File: config.mk
export PLATFORM = sky130hd
export DESIGN_NAME = sha256_w_sched_seq_flat
export DESIGN_NICKNAME = d
export VERILOG_FILES = /design/src/rtl/sha256_w_sched_seq_if.sv /design/src/rtl/sha256_w_sched_seq.sv /design/src/flat_wrapper.sv
export SDC_FILE = /design/constraint.sdc
export NUM_CORES = 2
export LEC_CHECK = 0
export CORE_MARGIN = 10
export CORE_UTILIZATION = 41
export CTS_CLUSTER_SIZE = 8
export DETAILED_ROUTE_END_ITERATION = 12
export GPL_ROUTABILITY_DRIVEN = 0
export PLACE_DENSITY = 0.72
export SLEW_MARGIN = 0
export SYNTH_ARGS = -nofsm -noshare
export SYNTH_HDL_FRONTEND = slang
export SYNTH_SLANG_ARGS = --single-unit
File: constraint.sdc
create_clock -name CLK -period 32.3 [get_ports CLK]
set_input_delay 3.23 -clock CLK [delete_from_list [all_inputs] [get_ports CLK]]
set_output_delay 3.23 -clock CLK [all_outputs]
set_load 0.01 [all_outputs]
File: src/rtl/sha256_w_sched_seq_if.sv
// SHA-256 message-schedule handshake bundle.
// Groups the block-load request and the W-word output stream.
//   start    : request to load block_in (sampled only while idle)
//   block_in : 512-bit message block, W0 in bits [511:480]
//   w_ready  : downstream accepts w_out this cycle
//   w_valid  : w_out / w_idx carry a schedule word
//   w_out    : schedule word W[t]
//   w_idx    : index t of w_out
//   busy     : scheduler is not idle
//   done     : one-cycle pulse after W63 is accepted
// Valid/ready: a word moves when w_valid and w_ready are both high in the
// same cycle; while w_ready is low the word and its index are held stable.
// Modports: slave is the scheduler, master is whoever drives it.
interface sha256_w_sched_seq_if;
    logic         start;
    logic [511:0] block_in;
    logic         w_ready;
    logic         w_valid;
    logic [31:0]  w_out;
    logic [5:0]   w_idx;
    logic         busy;
    logic         done;

    modport slave (
        input  start, block_in, w_ready,
        output w_valid, w_out, w_idx, busy, done
    );

    modport master (
        output start, block_in, w_ready,
        input  w_valid, w_out, w_idx, busy, done
    );
endinterface

File: src/rtl/sha256_w_sched_seq.sv
// SHA-256 message schedule generator, one word per accepted handshake.
// Loads a 512-bit block into a 16-word sliding window and streams
// W0..W63 on a valid/ready interface, expanding W16..W63 on the fly.
// Ports:
//   CLK       : rising-edge clock
//   RST       : asynchronous active-high reset
//   bus       : handshake bundle (slave side), see sha256_w_sched_seq_if
//   fsm_state : current FSM state (0 IDLE, 1 EXPAND, 2 DONE) for observation
module sha256_w_sched_seq (
    input  logic                       CLK,
    input  logic                       RST,
    sha256_w_sched_seq_if.slave        bus,
    output logic [1:0]                 fsm_state
);

    typedef enum logic [1:0] {
        IDLE   = 2'd0,
        EXPAND = 2'd1,
        DONE   = 2'd2
    } state_t;

    state_t      state;
    state_t      state_nxt;
    logic [31:0] win [16];
    logic [5:0]  t;
    logic        accept;
    logic        xfer;
    logic        last;
    logic [31:0] w_new;
    logic [31:0] w_valid_q;

    function automatic logic [31:0] sig0(input logic [31:0] x);
        return {x[6:0], x[31:7]} ^ {x[17:0], x[31:18]} ^ {3'b000, x[31:3]};
    endfunction

    function automatic logic [31:0] sig1(input logic [31:0] x);
        return {x[16:0], x[31:17]} ^ {x[18:0], x[31:19]} ^ {10'b0, x[31:10]};
    endfunction

    // Next schedule word; win[0] is W[t], so this produces W[t+16].
    assign w_new = sig1(win[14]) + win[9] + sig0(win[1]) + win[0];
    assign last  = (t == 6'd63);

    assign fsm_state = state;

    // FSM next-state and handshake qualifiers.
    always_comb begin
        state_nxt = state;
        accept    = 1'b0;
        xfer      = 1'b0;
        case (state)
            IDLE: begin
                if (bus.start) begin
                    accept    = 1'b1;
                    state_nxt = EXPAND;
                end
            end
            EXPAND: begin
                // w_valid is always high in EXPAND, so ready alone qualifies a transfer.
                if (bus.w_ready) begin
                    xfer = 1'b1;
                    if (last) begin
                        state_nxt = DONE;
                    end
                end
            end
            DONE: begin
                state_nxt = IDLE;
            end
            default: begin
                state_nxt = IDLE;
            end
        endcase
    end

    always_ff @(posedge CLK or posedge RST) begin
        if (RST) begin
            state <= IDLE;
        end else begin
            state <= state_nxt;
        end
    end

    // Window, index and registered outputs.
    always_ff @(posedge CLK or posedge RST) begin
        if (RST) begin
            for (int i = 0; i < 16; i++) begin
                win[i] <= '0;
            end
            t           <= '0;
            bus.w_out   <= '0;
            bus.w_idx   <= '0;
            bus.w_valid <= 1'b0;
            bus.busy    <= 1'b0;
            bus.done    <= 1'b0;
        end else begin
            if (accept) begin
                for (int i = 0; i < 16; i++) begin
                    win[i] <= bus.block_in[511 - 32*i -: 32];
                end
                t           <= '0;
                bus.w_out   <= bus.block_in[511:480];
                bus.w_idx   <= '0;
                bus.w_valid <= 1'b1;
                bus.busy    <= 1'b1;
                bus.done    <= 1'b0;
            end else if (xfer) begin
                for (int i = 0; i < 15; i++) begin
                    win[i] <= win[i+1];
                end
                win[15] <= w_new;
                if (last) begin
                    // Keep W63 and index 63 visible; t does not wrap.
                    bus.w_valid <= 1'b0;
                    bus.done    <= 1'b1;
                end else begin
                    t         <= t + 6'd1;
                    bus.w_out <= win[1];
                    bus.w_idx <= t + 6'd1;
                end
            end else if (state == DONE) begin
                bus.done <= 1'b0;
                bus.busy <= 1'b0;
            end
        end
    end

endmodule

File: src/flat_wrapper.sv
// flat-port wrapper written by rule: the top's interface ports become plain ports
module sha256_w_sched_seq_flat 
  (CLK, RST, fsm_state, bus_start, bus_block_in, bus_w_ready, bus_w_valid, bus_w_out, bus_w_idx, bus_busy, bus_done);
  sha256_w_sched_seq_if bus_i ();
  input  logic CLK;
  input  logic RST;
  output logic [1:0] fsm_state;
  input wire logic [$bits(bus_i.start)-1:0] bus_start;
  input wire logic [$bits(bus_i.block_in)-1:0] bus_block_in;
  input wire logic [$bits(bus_i.w_ready)-1:0] bus_w_ready;
  output wire logic [$bits(bus_i.w_valid)-1:0] bus_w_valid;
  output wire logic [$bits(bus_i.w_out)-1:0] bus_w_out;
  output wire logic [$bits(bus_i.w_idx)-1:0] bus_w_idx;
  output wire logic [$bits(bus_i.busy)-1:0] bus_busy;
  output wire logic [$bits(bus_i.done)-1:0] bus_done;
  assign bus_i.start = bus_start;
  assign bus_i.block_in = bus_block_in;
  assign bus_i.w_ready = bus_w_ready;
  assign bus_w_valid = bus_i.w_valid;
  assign bus_w_out = bus_i.w_out;
  assign bus_w_idx = bus_i.w_idx;
  assign bus_busy = bus_i.busy;
  assign bus_done = bus_i.done;
  sha256_w_sched_seq u_core (.CLK(CLK), .RST(RST), .bus(bus_i), .fsm_state(fsm_state));
endmodule
==> results.json <==
{
  "wire_per_inst_um": 23.0,
  "yosys.area_share.simple": 0.203,
  "cts-htree-levels": 3,
  "first_global_vias": 25008,
  "io_pins": 559,
  "finish.utilization": 0.533,
  "cell_internal_pwr_mw": 2.85,
  "relSlewSlack": 0.257,
  "grt_max_degree": 229,
  "reg2reg_slack_ns": 27.64,
  "nNetsFinal": 4427,
  "fp.coreArea_um2": 68900,
  "synthesis.instances": 3436,
  "period_needed_ns": 6.91,
  "ys.flop_type": "dfrtp_1",
  "portBuffers": 558,
  "critPathMaxFanout": 228,
  "tightest_slew_ns": 1.11,
  "final-hold-violation-count": 0,
  "dpl.hpwl_mm": 83.2,
  "drc": 0,
  "start_util": 0.416,
  "cts_buffers": 79,
  "final_cells": 4768,
  "die_width_um": 284,
  "seq_area_frac_synth": 0.484,
  "fmax_mhz": 145,
  "synth_area_um2": 28700,
  "seqPwrFrac": 0.233,
  "cts_resized": 0,
  "finalSetupTns_ns": 0,
  "total_power_mw": 5.51,
  "dp_cells": 4667,
  "powerDensity_nw_per_um2": 150,
  "ir_drop_mv": 0.207,
  "synthArstFlopShare": 1.00,
  "clk_pin_slew_ns": 0.05,
  "hold_depth": 2,
  "ant_nets": 0,
  "switching_share": 0.482,
  "drive_above_1_share": 0.0340,
  "cp.arrival_ns": 7.44,
  "firstDrtPassIters": 6,
  "synth_top_area_share": 0.484,
  "leakagePower_nw": 15.9,
  "clk_latency_ns": 0.62,
  "synth_seq_cells": 555,
  "dieHeight_um": 284,
  "synth_top_family_by_area": "simple AND/OR/NAND/NOR gates",
  "synth_nets": 4046,
  "setup_viol": 0,
  "place_ws_ns": 24.81,
  "cts.sinks": 555,
  "hold_buffers": 0,
  "reg2reg_depth": 14,
  "cts-root-buf": "clkbuf_16",
  "period_share": 0.214,
  "wl_met3_mm": 9.41,
  "synthToLayoutAreaGrowth_pct": 28.2,
  "post_cts_buffers": 0,
  "antenna_found_initial": 21,
  "vias_per_cell": 5.37,
  "cts_tree": "built",
  "rsz0062_at_grt": "no",
  "end_kind": "flip-flop",
  "design_area_um2": 36800,
  "pwr-share-comb": 0.631,
  "synth_compound_area_frac": 0.142,
  "hold_end": "u_core.bus.w_out[10]",
  "finalWirelength_mm": 110,
  "r2r-end": "u_core.win[23]",
  "grt.total_usage": 0.262,
  "r2r_start": "u_core.win[50]",
  "synth_common_cells": "1004 x nand2_1, 555 x dfrtp_1, 487 x nor2_1",
  "clk_path_buf_depth": 3,
  "holdWs_ns": 0.476,
  "maxCapViolations": 0,
  "p_sw_mw": 2.66,
  "wl_met1_mm": 45.6,
  "synth-xor-area-share": 0.0455,
  "synth.area.top_cells": "dfrtp_1 48%, nand2_1 13%, a31oi_1 9.9%",
  "top_layer": "met5",
  "ys_warn_count": 0,
  "yosysTopAreaCell": "dfrtp_1",
  "p_clk_frac": 0.136,
  "synth_edf_count": 0,
  "crit_path_start_kind": "primary input",
  "die_area_um2": 80900,
  "grt-ovfl-total": 0,
  "slew_viol_final": 0,
  "vias": 25614,
  "fp-row-count": 96,
  "critPathKind": "primary input to flip-flop",
  "required_ns": 32.83,
  "fin_worst_skew_ns": 0.0229,
  "syn_area_per_cell_um2": 8.34,
  "holdCritPathClass": "flip-flop to flip-flop",
  "fin_ws_ns": 25.39,
  "post-synth-top-count-cell": "nand2_1",
  "grt_pass1_wl_mm": 160,
  "drtIter0Drc": 3057,
  "hp-start": "u_core.bus.w_out[10]",
  "met2_length_mm": 50.2,
  "status": "complete, no violations",
  "post_dp_cell_area_um2": 34600,
  "synth_mux_area_frac": 0.0116,
  "synthAdderAreaFrac": 0.0573,
  "synth_cell_types": 53
}
-- sequential cells by signal, indices dropped and copies added (netlist names) --
register	flops
u_core.fsm_state	2
u_core.bus.w_out	32
u_core.bus.busy	1
u_core.win	512
u_core.t	6
u_core.bus.done	1
u_core.bus.w_valid	1
-- critical path, stage by stage --
cell	delay (ns)
clkdlybuf4s50_1	0.46
nand3b_1	0.24
buf_12	0.71
buf_4	0.81
buf_4	0.75
buf_4	0.73
nand2_1	0.16
a31oi_1	0.18
-- how the worst max path moves through the flow --
stage	start	end	slack, ns	cells past startpoint
after global placement	bus_start	u_core.win[352]	24.87	8
after global routing	bus_start	u_core.win[226]	25.08	8
after CTS	bus_start	u_core.win[292]	25.47	8
after detailed placement	bus_start	u_core.win[292]	24.81	8
final	bus_start	u_core.win[226]	25.39	8
after floorplan	RST	u_core.bus.busy	13.55	1
-- cell families after synthesis --
group           Yosys count
simple gates           1530
compound gates          658
flops                   555
buf+inv                 417
xor+xnor                149
fa+ha+maj                94
mux                      33
-- power groups by stage --
stage / Combinational, mW / Sequential [mW] / Clock, mW
after floorplan: 2.59 / 1.11 / 0
after global placement: 3.34 / 1.28 / 0
after detailed placement: 3.40 / 1.29 / 0
after CTS: 3.43 / 1.28 / 0.758
after global routing: 3.87 / 1.30 / 0.785
final: 3.48 / 1.28 / 0.749
-- metal layers --
layer,global-route usage,up-vias
met1,0.346,12271
met5,0,-
met2,0.408,1126
met3,0.0623,189
met4,0.110,16
li1,-,12012
-- area by class of cell --
cell class                 instances  area, um^2
clock buffer                      81        1980
tap                              931        1160
antenna                           12        30.0
sequential                       555       13900
fill                            6454       32200
timing repair buffer             584        5830
inverter                         133         507
multi-input combinational       2464       13200
clock inverter                     8         133
-- layout by cell type (no fill, tap or decap), types with 29 or more instances in the layout --
master           synthesis  layout
xor2_1                  29      29
ha_1                    32      32
dfrtp_1                555     555
o21ai_0                 85      85
clkdlybuf4s50_1          0     558
clkbuf_16                0      79
nor2_1                 487     486
a21oi_1                 53      52
xnor2_1                120     120
fa_1                    62      62
inv_1                  133     132
mux2i_1                 32      32
a31oi_1                454     454
nand2_1               1004    1003
Power figures use the tool's default switching activity.
